--- src/rtl/alu_pkg.sv ---
// rtl/alu_pkg.sv - funct codes, engine state enum and decode helper for seq_alu
package alu_pkg;

    localparam logic [5:0] FN_SLL   = 6'b000000;
    localparam logic [5:0] FN_SRL   = 6'b000010;
    localparam logic [5:0] FN_SRA   = 6'b000011;
    localparam logic [5:0] FN_MULT  = 6'b011000;
    localparam logic [5:0] FN_MULTU = 6'b011001;
    localparam logic [5:0] FN_DIV   = 6'b011010;
    localparam logic [5:0] FN_DIVU  = 6'b011011;
    localparam logic [5:0] FN_ADD   = 6'b100000;
    localparam logic [5:0] FN_ADDU  = 6'b100001;
    localparam logic [5:0] FN_SUB   = 6'b100010;
    localparam logic [5:0] FN_SUBU  = 6'b100011;
    localparam logic [5:0] FN_AND   = 6'b100100;
    localparam logic [5:0] FN_OR    = 6'b100101;
    localparam logic [5:0] FN_XOR   = 6'b100110;
    localparam logic [5:0] FN_NOR   = 6'b100111;
    localparam logic [5:0] FN_SLT   = 6'b101010;
    localparam logic [5:0] FN_SLTU  = 6'b101011;

    typedef enum logic [1:0] {
        ST_IDLE = 2'd0,
        ST_MUL  = 2'd1,
        ST_DIV  = 2'd2
    } state_e;

    // MULT/MULTU/DIV/DIVU occupy 0110xx; bit1 selects divide, bit0 selects unsigned.
    function automatic logic is_muldiv(input logic [5:0] funct);
        return funct[5:2] == 4'b0110;
    endfunction

endpackage

--- src/rtl/seq_alu_muldiv.sv ---
// rtl/seq_alu_muldiv.sv - iterative shift-add multiplier / restoring divider, one bit per cycle
module seq_alu_muldiv
    import alu_pkg::*;
#(
    parameter int WIDTH = 32
) (
    input  logic             clk,
    input  logic             rst_n,
    input  logic             start,
    input  logic             op_div,
    input  logic             op_signed,
    input  logic [WIDTH-1:0] op_a,
    input  logic [WIDTH-1:0] op_b,
    output logic             busy,
    output logic             done,
    output logic             div_by_zero,
    output logic [WIDTH-1:0] res_lo,
    output logic [WIDTH-1:0] res_hi
);

    localparam int CNT_W = $clog2(WIDTH);
    localparam logic [CNT_W-1:0] CNT_LAST = CNT_W'(WIDTH - 1);

    state_e               state_q, state_d;
    logic [CNT_W-1:0]     cnt_q, cnt_d;
    logic [2*WIDTH-1:0]   acc_q, acc_d;
    logic [WIDTH-1:0]     opd_q, opd_d;
    logic                 neg_lo_q, neg_lo_d;
    logic                 neg_hi_q, neg_hi_d;

    logic                 a_neg, b_neg;
    logic [WIDTH-1:0]     a_mag, b_mag;
    logic [WIDTH:0]       mul_sum, div_shift, div_diff;
    logic [2*WIDTH-1:0]   acc_nxt, prod_fix;

    // acc holds {partial product, multiplier} or {remainder, dividend/quotient}
    always_comb begin
        a_neg       = op_signed && op_a[WIDTH-1];
        b_neg       = op_signed && op_b[WIDTH-1];
        a_mag       = a_neg ? -op_a : op_a;
        b_mag       = b_neg ? -op_b : op_b;
        div_by_zero = start && op_div && (op_b == '0);
        busy        = (state_q != ST_IDLE);

        mul_sum   = {1'b0, acc_q[2*WIDTH-1:WIDTH]} + (acc_q[0] ? {1'b0, opd_q} : '0);
        div_shift = {acc_q[2*WIDTH-1:WIDTH], acc_q[WIDTH-1]};
        div_diff  = div_shift - {1'b0, opd_q};

        if (state_q == ST_DIV) begin
            acc_nxt = div_diff[WIDTH] ? {div_shift[WIDTH-1:0], acc_q[WIDTH-2:0], 1'b0}
                                      : {div_diff[WIDTH-1:0], acc_q[WIDTH-2:0], 1'b1};
        end else begin
            acc_nxt = {mul_sum, acc_q[WIDTH-1:1]};
        end

        // Last iteration feeds the output register directly, saving a cycle.
        done     = div_by_zero || (busy && (cnt_q == CNT_LAST));
        prod_fix = neg_lo_q ? -acc_nxt : acc_nxt;

        if (div_by_zero) begin
            res_lo = '1;
            res_hi = op_a;
        end else if (state_q == ST_DIV) begin
            res_lo = neg_lo_q ? -acc_nxt[WIDTH-1:0] : acc_nxt[WIDTH-1:0];
            res_hi = neg_hi_q ? -acc_nxt[2*WIDTH-1:WIDTH] : acc_nxt[2*WIDTH-1:WIDTH];
        end else begin
            res_lo = prod_fix[WIDTH-1:0];
            res_hi = prod_fix[2*WIDTH-1:WIDTH];
        end
    end

    always_comb begin
        state_d  = state_q;
        cnt_d    = cnt_q;
        acc_d    = acc_q;
        opd_d    = opd_q;
        neg_lo_d = neg_lo_q;
        neg_hi_d = neg_hi_q;
        case (state_q)
            ST_IDLE: begin
                if (start && !div_by_zero) begin
                    state_d  = op_div ? ST_DIV : ST_MUL;
                    cnt_d    = '0;
                    opd_d    = op_div ? b_mag : a_mag;
                    acc_d    = {{WIDTH{1'b0}}, (op_div ? a_mag : b_mag)};
                    neg_lo_d = a_neg ^ b_neg;
                    neg_hi_d = op_div ? a_neg : (a_neg ^ b_neg);
                end
            end
            ST_MUL, ST_DIV: begin
                acc_d = acc_nxt;
                cnt_d = cnt_q + CNT_W'(1);
                if (cnt_q == CNT_LAST) begin
                    state_d = ST_IDLE;
                end
            end
            default: state_d = ST_IDLE;
        endcase
    end

    always_ff @(posedge clk or negedge rst_n) begin
        if (!rst_n) begin
            state_q  <= ST_IDLE;
            cnt_q    <= '0;
            acc_q    <= '0;
            opd_q    <= '0;
            neg_lo_q <= 1'b0;
            neg_hi_q <= 1'b0;
        end else begin
            state_q  <= state_d;
            cnt_q    <= cnt_d;
            acc_q    <= acc_d;
            opd_q    <= opd_d;
            neg_lo_q <= neg_lo_d;
            neg_hi_q <= neg_hi_d;
        end
    end

endmodule

--- src/rtl/seq_alu.sv ---
// rtl/seq_alu.sv - handshaked ALU: funct decode, single-cycle datapath, output register
module seq_alu
    import alu_pkg::*;
#(
    parameter int WIDTH = 32
) (
    input  logic                     clk,
    input  logic                     rst_n,
    input  logic                     in_valid,
    output logic                     in_ready,
    input  logic [5:0]               alu_control,
    input  logic [WIDTH-1:0]         rs_content,
    input  logic [WIDTH-1:0]         rt_content,
    input  logic [$clog2(WIDTH)-1:0] shamt,
    output logic                     out_valid,
    input  logic                     out_ready,
    output logic [WIDTH-1:0]         result_lo,
    output logic [WIDTH-1:0]         result_hi,
    output logic                     overflow,
    output logic                     div_by_zero,
    output logic                     illegal_op
);

    localparam int SHAMT_W = $clog2(WIDTH);

    logic             md_busy, md_done, md_dz, md_start;
    logic [WIDTH-1:0] md_lo, md_hi;
    logic             accept, is_md;
    logic [WIDTH-1:0] sum, diff, sc_lo;
    logic             sc_ovf, sc_ill;

    logic             out_valid_q, out_valid_d;
    logic [WIDTH-1:0] lo_q, lo_d, hi_q, hi_d;
    logic             ovf_q, ovf_d, dz_q, dz_d, ill_q, ill_d;

    assign is_md    = is_muldiv(alu_control);
    assign in_ready = !md_busy && (!out_valid_q || out_ready);
    assign accept   = in_valid && in_ready;
    assign md_start = accept && is_md;

    assign sum  = rs_content + rt_content;
    assign diff = rs_content - rt_content;

    always_comb begin
        sc_lo  = '0;
        sc_ovf = 1'b0;
        sc_ill = 1'b0;
        case (alu_control)
            FN_ADD: begin
                sc_lo  = sum;
                sc_ovf = (rs_content[WIDTH-1] == rt_content[WIDTH-1]) &&
                         (sum[WIDTH-1] != rs_content[WIDTH-1]);
            end
            FN_ADDU: sc_lo = sum;
            FN_SUB: begin
                sc_lo  = diff;
                sc_ovf = (rs_content[WIDTH-1] != rt_content[WIDTH-1]) &&
                         (diff[WIDTH-1] != rs_content[WIDTH-1]);
            end
            FN_SUBU: sc_lo = diff;
            FN_AND:  sc_lo = rs_content & rt_content;
            FN_OR:   sc_lo = rs_content | rt_content;
            FN_XOR:  sc_lo = rs_content ^ rt_content;
            FN_NOR:  sc_lo = ~(rs_content | rt_content);
            FN_SLT:  sc_lo = {{(WIDTH-1){1'b0}}, ($signed(rs_content) < $signed(rt_content))};
            FN_SLTU: sc_lo = {{(WIDTH-1){1'b0}}, (rs_content < rt_content)};
            FN_SLL:  sc_lo = rt_content << shamt;
            FN_SRL:  sc_lo = rt_content >> shamt;
            FN_SRA:  sc_lo = $signed(rt_content) >>> shamt;
            default: sc_ill = 1'b1;
        endcase
    end

    // The output slot is always empty when the engine finishes, since it only starts on in_ready.
    always_comb begin
        out_valid_d = out_valid_q;
        lo_d        = lo_q;
        hi_d        = hi_q;
        ovf_d       = ovf_q;
        dz_d        = dz_q;
        ill_d       = ill_q;
        if (out_valid_q && out_ready) begin
            out_valid_d = 1'b0;
        end
        if (md_done) begin
            out_valid_d = 1'b1;
            lo_d        = md_lo;
            hi_d        = md_hi;
            ovf_d       = 1'b0;
            dz_d        = md_dz;
            ill_d       = 1'b0;
        end else if (accept && !is_md) begin
            out_valid_d = 1'b1;
            lo_d        = sc_lo;
            hi_d        = '0;
            ovf_d       = sc_ovf;
            dz_d        = 1'b0;
            ill_d       = sc_ill;
        end
    end

    always_ff @(posedge clk or negedge rst_n) begin
        if (!rst_n) begin
            out_valid_q <= 1'b0;
            lo_q        <= '0;
            hi_q        <= '0;
            ovf_q       <= 1'b0;
            dz_q        <= 1'b0;
            ill_q       <= 1'b0;
        end else begin
            out_valid_q <= out_valid_d;
            lo_q        <= lo_d;
            hi_q        <= hi_d;
            ovf_q       <= ovf_d;
            dz_q        <= dz_d;
            ill_q       <= ill_d;
        end
    end

    seq_alu_muldiv #(.WIDTH(WIDTH)) u_muldiv (
        .clk         (clk),
        .rst_n       (rst_n),
        .start       (md_start),
        .op_div      (alu_control[1]),
        .op_signed   (!alu_control[0]),
        .op_a        (rs_content),
        .op_b        (rt_content),
        .busy        (md_busy),
        .done        (md_done),
        .div_by_zero (md_dz),
        .res_lo      (md_lo),
        .res_hi      (md_hi)
    );

    assign out_valid   = out_valid_q;
    assign result_lo   = lo_q;
    assign result_hi   = hi_q;
    assign overflow    = ovf_q;
    assign div_by_zero = dz_q;
    assign illegal_op  = ill_q;

endmodule

--- config.mk ---
export PLATFORM = sky130hd
export DESIGN_NAME = seq_alu
export DESIGN_NICKNAME = d
export VERILOG_FILES = /design/src/rtl/alu_pkg.sv /design/src/rtl/seq_alu_muldiv.sv /design/src/rtl/seq_alu.sv
export SDC_FILE = /design/constraint.sdc
export NUM_CORES = 1
export LEC_CHECK = 0
export CORE_UTILIZATION = 35
export DETAILED_ROUTE_END_ITERATION = 12
export PLACE_DENSITY = 0.58
export SYNTH_ARGS = -nofsm -noshare
export SYNTH_HDL_FRONTEND = slang
export SYNTH_SLANG_ARGS = --single-unit
--- constraint.sdc ---
create_clock -name clk -period 5.1 [get_ports clk]
set_clock_uncertainty 0.1 [all_clocks]
set_input_delay 1.02 -clock clk [delete_from_list [all_inputs] [get_ports clk]]
set_output_delay 1.02 -clock clk [all_outputs]
set_load 0.05 [all_outputs]
# Yosys cells after proc, flatten, opt, wreduce, memory -nomap -nowiden
# Index checks and enable logic that the tools add are counted.
[word_totals]
ff_bits = 173
input_bits = 79
[classes]
n_addsub = 10
n_lt_le_gt_ge = 2
eq_ne = 22
n_shift = 3
muxes = 39
bitwise = 5
n_reduce_logical = 34
[op_table]
columns = ["op", "n"]
rows = [
  ["$mux W32", 15],
  ["$pmux W32 S11", 1],
  ["$mux W64", 4],
  ["$neg A32 Y32", 4],
  ["$pmux W64 S2", 1],
  ["$lt A32 B32 Y1", 2],
  ["$neg A64 Y64", 1],
  ["$eq A6 B6 Y1 const B", 10],
  ["$add A32 B33 Y33", 1],
  ["$sub A33 B32 Y33", 1],
  ["$add A32 B32 Y32", 1],
  ["$and A32 B32 Y32", 1],
  ["$logic_not A32 Y1", 1],
  ["$not A32 Y32", 1],
  ["$or A32 B32 Y32", 1],
  ["$shl A32 B5 Y32", 1],
  ["$shr A32 B5 Y32", 1],
  ["$sshr A32 B5 Y32", 1],
  ["$sub A32 B32 Y32", 1],
  ["$xor A32 B32 Y32", 1],
  ["$logic_and A1 B1 Y1", 13],
  ["$reduce_or A13 Y1", 1],
  ["$eq A6 B2 Y1 const B", 2],
  ["$mux W1", 11],
  ["22 further kinds", 38],
]

# Logic depth before layout (Yosys ltp)
[depth]
word_depth = 11
depth_mapped = 27
ltp_nobuf = 26

# Hierarchy
# Synthesis repeated with hierarchy kept, for this count alone.
[unflattened]
cells_unflattened = 3742
area_unflattened_um2 = 26048.7
[by_module_without_submodules]
columns = ["mod", "n_inst", "cells_per_inst", "area_per_inst_um2", "seq_area_each_um2"]
rows = [
  ["seq_alu_muldiv", 1, 2031, 14204.9, 2627.5],
  ["seq_alu", 1, 1711, 11843.9, 1701.6],
]

# Least setup slack after synthesis
# OpenSTA, ideal clock, no wires.
[synth_timing]
kind = "register -> register"
startpoint = "reg u_muldiv.acc_q[31]"
endpoint = "reg hi_q[30] (netlist: result_hi[30])"
setup_time_ns = 0.138
t_arrival_ns = 5.344
path_slack_ns = -0.482
path_stages_with_launch = 27
path_cell_list = "dfrtp_1 inv_1 ha_1 inv_1 fa_1 a211oi_1 o211ai_1 a31oi_2 o22a_4 and3_4 nor3_2 or2_1 clkbuf_1 inv_1 ha_1 nor3b_1 o221a_2 nand3_1 or2_1 nor3_1 nor2_1 a211oi_1 a31oi_2 and2_4 a21oi_2 o221ai_1 or4_1"
[synth_via]
elab_chain_cells = 8
[synth_rtl]
columns = ["element", "line_no", "source"]
rows = [
  ["from (decl)", "seq_alu_muldiv.sv:26", "logic [2*WIDTH-1:0] acc_q, acc_d;"],
  ["from (signal assigned)", "seq_alu_muldiv.sv:105", "acc_q <= '0;"],
  ["from (signal assigned)", "seq_alu_muldiv.sv:112", "acc_q <= acc_d;"],
  ["$sub A33 B32 Y33", "seq_alu_muldiv.sv:47", "div_diff = div_shift - {1'b0, opd_q};"],
  ["$mux W64", "seq_alu_muldiv.sv:50", "acc_nxt = div_diff[WIDTH] ? {div_shift[WIDTH-1:0], acc_q[WIDTH-2:0], 1'b0}"],
  ["$mux W64 *", "seq_alu_muldiv.sv:49", "if (state_q == ST_DIV) begin"],
  ["$neg A64 Y64 or $neg A32 Y32 (tied branches)", "seq_alu_muldiv.sv:58, seq_alu_muldiv.sv:65", ""],
  ["$mux W64 or $mux W32 (tied branches)", "seq_alu_muldiv.sv:58, seq_alu_muldiv.sv:65", ""],
  ["$mux W32 *", "seq_alu_muldiv.sv:63", "end else if (state_q == ST_DIV) begin"],
  ["$mux W32 *", "seq_alu_muldiv.sv:60", "if (div_by_zero) begin"],
  ["$mux W32 *", "seq_alu.sv:85", "if (md_done) begin"],
  ["to (signal assigned)", "seq_alu.sv:113", "hi_q <= hi_d;"],
  ["to (decl)", "seq_alu.sv:33", "logic [WIDTH-1:0] lo_q, lo_d, hi_q, hi_d;"],
]
# Mark *: on every way between the ends. The rest lies on a longest branch, timed or not.
# A chain may end at the register's enable or synchronous reset.

# Final worst setup path
[layout_timing]
startpoint = "reg u_muldiv.opd_q[21]"
endpoint = "reg hi_q[30] (netlist: result_hi[30])"
[layout_via]
elab_chain_cells = 8
[layout_rtl]
columns = ["element", "line_no", "source"]
rows = [
  ["from (decl)", "seq_alu_muldiv.sv:27", "logic [WIDTH-1:0] opd_q, opd_d;"],
  ["from (signal assigned)", "seq_alu_muldiv.sv:113", "opd_q <= opd_d;"],
  ["$sub A33 B32 Y33 or $mux W32 (tied branches)", "seq_alu_muldiv.sv:47, seq_alu_muldiv.sv:45", ""],
  ["$mux W64 or $add A32 B33 Y33 (tied branches)", "seq_alu_muldiv.sv:50, seq_alu_muldiv.sv:45", ""],
  ["$mux W64 *", "seq_alu_muldiv.sv:49", ""],
  ["$neg A64 Y64 or $neg A32 Y32 (tied branches)", "seq_alu_muldiv.sv:58, seq_alu_muldiv.sv:65", ""],
  ["$mux W64 or $mux W32 (tied branches)", "seq_alu_muldiv.sv:58, seq_alu_muldiv.sv:65", ""],
  ["$mux W32 *", "seq_alu_muldiv.sv:63", ""],
  ["$mux W32 *", "seq_alu_muldiv.sv:60", ""],
  ["$mux W32 *", "seq_alu.sv:85", ""],
]
# Marked as above.

==> results by stage <==
Synth:
- The mean area per synthesized cell is 7.135 um^2.
- The mapped netlist covers 23970 um^2.
- The share of synthesized registers carrying an async set or reset is 100.0%.
- The share of synthesized cell area in full adder, half adder and majority cells is 9.102%.
- Among all flip-flop cells after synthesis, the most frequent one is sky130_fd_sc_hd__dfrtp_1.
- The number of nets in the synthesized netlist is 3611.
- The distinct cell type count of the synthesized netlist is 101.
- For this run, the number of Yosys warnings is 0.
- Yosys attributes the largest share of cell area to sky130_fd_sc_hd__dfrtp_1, sky130_fd_sc_hd__ha_1, sky130_fd_sc_hd__a21oi_1, sky130_fd_sc_hd__o21ai_0, sky130_fd_sc_hd__mux2i_1.
- The number of register bits inferred by synthesis is 173.
- The count of mapped cells out of synthesis is 3360.
- The proportion of synthesized chip area in sequential cells is 18.06%.
- The fraction of the mapped netlist area in compound gates is 31.36%.
- The synthesized design devotes to its leading area cell type 18.06% of total area.
- The simple-gate share of the synthesized area is 21.57%.
- The synthesized netlist devotes 6.832% of its cell area to XOR and XNOR gates.
- Summed over all instances, the cell type with the most area after synthesis is sky130_fd_sc_hd__dfrtp_1.
- The combinational family with the most area after synthesis is compound AO/OA/AOI/OAI gates.
- The number of enable-type register cells in the synthesized netlist is 0.
- Multiplexer cells account for 6.905% of the synthesized area.

Place:
- The HPWL after detailed placement is 98590 um.
- The total of buffers placed on input and output ports is 147.
- OpenSTA, run right after detailed placement, puts the worst setup slack at -0.3639 ns.
- After detailed placement, the design holds a cell count of 4586.
- The routability congestion estimate is 1.015.

Floorplanning:
- The die is 263.7 um tall.
- The die is 263.7 um wide.
- For this configuration, the core starts out at a cell density of 35.51%.
- The number of top-level pins is 148.
- The floorplan has 95 rows.
- The die covers 69550 um^2.
- The core outline area is 67510 um^2.

Drt:
- Summed over all layers, the routed wires come to 122000 um.
- The number of nets with antenna violations after routing is 0.
- The routed via count is 28640.
- The routed wirelength normalized by instance count is 26.31 um.
- The highest layer touched by signal routing is met4.
- After detailed routing, the met3 layer carries 9683 um of wire.
- The routed metal-1 wirelength is 49920 um.
- The met2 wire length is 55380 um.
- The DRC violation count after routing is 0.
- The via density per instance is 6.176.
- The number of DRC violations after detailed-routing iteration 0 is 3487.
- The first TritonRoute pass finished after 7 iterations.

CTS:
- The number of buffers on the longest clock path is 2.
- The number of H-tree levels is 4.
- The library cell used as clock root buffer is sky130_fd_sc_hd__clkbuf_16.
- The clock tree from TritonCTS is built.
- The number of sinks on the clock net is 173.
- The number of buffers created by CTS is 17.
- The later-pin clock latency in the skew report is 0.50 ns.
- Clock-pin slew was measured on the worst setup and hold paths at 0.08 ns.
- The hold buffer count at CTS is 0.

STA:
- Setup repair after global routing could not meet its margin everywhere.
- The final number of setup-violating endpoints is 3.
- Across all setup checks in the final design, the least slack found is -0.02908 ns.
- The minimum period implied by the final worst setup slack is 5.129 ns.
- The final max-slew violation count is 0.
- Timing would allow up to 0.1950 GHz.
- The worst relative slew slack is 17.93%.
- At the pin with the least slew margin, the transition time is 1.224 ns.
- The final critical path takes up 100.6% of the cycle.
- The final count of hold timing violations is 0.
- The total negative setup slack is -0.04747 ns.

Setup path:
- STA puts the critical path data required time at 5.36 ns.
- Along the worst path, the maximum fanout reaches 4.
- Together, buffers and inverters on the worst path number 3.
- The data arrival time of the critical path is 5.39 ns.
- The kind of cell with the highest combined delay along the critical path is simple AND/OR/NAND/NOR gates.
- The type of the worst setup path is reg2reg.
- The cell with the largest stage delay on the worst path is sky130_fd_sc_hd__or4_1.
- The signal on the critical path passes through inv_1 > ha_1 > and4_4 > nand3_2 > or4b_4 > o22a_4 > buf_4 > a31oi_4 > nor3_4 > or2_1 > inv_1 > ha_2 > nor3b_4 > o221a_4 > nand3_2 > or2_1 > nor3_2 > nor2_2 > a211oi_2 > a31oi_2 > and2_4 > a21oi_2 > o221ai_1 > or4_1.
- STA classifies the critical path startpoint as a flop.
- The beginning of the worst register-to-register path is u_muldiv.opd_q[21].
- STA classifies the critical path endpoint as a flop.
- The start point of the critical path is u_muldiv.opd_q[21].
- The maximum single-stage delay on the critical path is 0.54 ns.

Cells and area:
- The most frequent standard cell in the layout excluding fill and tap cells is sky130_fd_sc_hd__buf_4.
- The filler cells instantiated in the layout total 6969.
- The share of post-route cells with drive strength above 1 is 17.03%.
- The non-filler instance count after layout is 4638.
- In the layout the commonest cells are sky130_fd_sc_hd__buf_4, sky130_fd_sc_hd__nor2_1, sky130_fd_sc_hd__a21oi_1.
- The synthesis-to-finish area growth is 25.89%.
- At the end of the flow the core is filled with cells to 44.70%.
- In the final design database the tool counted 4002 nets.

Run status:
- The flow ran to the end, but the final reports show violations.
- The final reports fail on negative setup slack.

Power and ir drop:
- The static leakage is 0.01310 uW.
- Across the VDD grid, the largest voltage drop is 0.0003680 V.
- The power per unit of standard cell area is 500.1 nW/um^2.
- Overall power consumption after layout is estimated at 15090 uW.

GRT:
- The global-route wire length before repair is 177900 um.
- The total track usage is 34.32%.
- The remaining global-route overflow is 0.
- The number of global-route vias before repair is 26730.
- The maximum number of pins on one net before global-route repair is 117.
- The number of antenna violations at the first check in global routing is 2.

Job:
- The max-capacitance violation count is 0.

Hold path:
- The worst hold path belongs to the class in2async.
[per-stage QoR]
step / area (um^2) / hold slack (ns)
global placement: 29100 / 0.3672
finish: 30180 / 0.3922
floorplan: 24010 / 0.3483
CTS: 29880 / 0.3892
global route: 30180 / 0.4134
detailed placement: 29100 / 0.3840
[what timing repair did]
action	CTS	global route
gates resized for setup	19	46
pin swaps	19	19
buffers inserted	12	9
endpoints found under the setup margin	8	30
[synthesized netlist by cell type (17+ instances only)]
cell	count
sky130_fd_sc_hd__nor2_1	345
sky130_fd_sc_hd__a211oi_1	48
sky130_fd_sc_hd__xnor2_1	134
sky130_fd_sc_hd__nand4_1	35
sky130_fd_sc_hd__a21oi_1	343
sky130_fd_sc_hd__and2_1	49
sky130_fd_sc_hd__or3_1	24
sky130_fd_sc_hd__xor2_1	53
sky130_fd_sc_hd__nor3_1	81
sky130_fd_sc_hd__a221oi_1	36
sky130_fd_sc_hd__nand2_1	320
sky130_fd_sc_hd__o221ai_1	46
sky130_fd_sc_hd__o31ai_1	24
sky130_fd_sc_hd__inv_1	146
sky130_fd_sc_hd__o21bai_1	20
sky130_fd_sc_hd__mux2i_1	135
sky130_fd_sc_hd__o22ai_1	30
sky130_fd_sc_hd__nand2b_1	30
sky130_fd_sc_hd__mux2_2	20
sky130_fd_sc_hd__buf_1	34
sky130_fd_sc_hd__or2_2	19
sky130_fd_sc_hd__nand3_1	78
sky130_fd_sc_hd__a22o_1	22
sky130_fd_sc_hd__ha_1	168
sky130_fd_sc_hd__nor4_1	27
sky130_fd_sc_hd__o21ai_0	311
sky130_fd_sc_hd__dfrtp_1	173
sky130_fd_sc_hd__nor2b_1	17
sky130_fd_sc_hd__clkbuf_1	173
sky130_fd_sc_hd__and3_1	22
sky130_fd_sc_hd__a21o_1	51
sky130_fd_sc_hd__a31oi_1	47
sky130_fd_sc_hd__o211ai_1	50
[path summary, 6_finish.rpt]
path                                       end  slack, ns  depth (start not counted)
min reg2reg                u_muldiv.state_q[0]       0.39                          2
max                              result_hi[30]      -0.03                         24
max in group asynchronous    u_muldiv.opd_q[7]       3.38                          2
min                          u_muldiv.cnt_q[0]       0.39                          1
min in group clk           u_muldiv.state_q[0]       0.39                          2
max reg2reg                      result_hi[30]      -0.03                         24
[sequential cells by signal (all words and copies together) (netlist names)]
name / count
div_by_zero: 1
illegal_op: 1
out_valid: 1
overflow: 1
result_hi: 32
result_lo: 32
u_muldiv.acc_q: 64
u_muldiv.cnt_q: 5
u_muldiv.neg_hi_q: 1
u_muldiv.neg_lo_q: 1
u_muldiv.opd_q: 32
u_muldiv.state_q: 2
[power by group]
| group | leakage [uW] | internal [uW] | total [uW] | switching (uW) |
|---|---|---|---|---|
| Clock | 0.000290 | 658 | 1370 | 715 |
| Sequential | 0.00225 | 1740 | 2120 | 381 |
| Combinational | 0.0106 | 4620 | 11600 | 6980 |
[cells by family (layout without fill, tap and decap cells)]
logic type	count (synthesis)	in the layout
adders and majority gates	172	172
AOI/OAI and AO/OA	1184	1184
DFF	173	173
xor gates and xnor gates	187	187
and+or+nand+nor	1104	1104
muxes	159	159
other	0	1
buffers and inverters	381	785
[routing by layer]
| layer | GRT usage, % | up-vias |
|---|---|---|
| met2 | 55.59 | 1502 |
| met4 | 17.69 | 0 |
| met5 | 0 | - |
| li1 | - | 13110 |
| met1 | 44.18 | 13790 |
| met3 | 5.080 | 246 |
[final cells by class]
cell class	count	area (um^2)	area share, %
Antenna cell	1	2.502	0.008292
Clock buffer	17	425.4	1.410
Clock inverter	15	163.9	0.5431
Inverter	153	574.3	1.903
Multi-Input combinational cell	2806	18620	61.70
Sequential cell	173	4329	14.34
Tap cell	873	1092	3.619
Timing Repair Buffer	600	4972	16.48
Power figures use the tool's default switching activity.
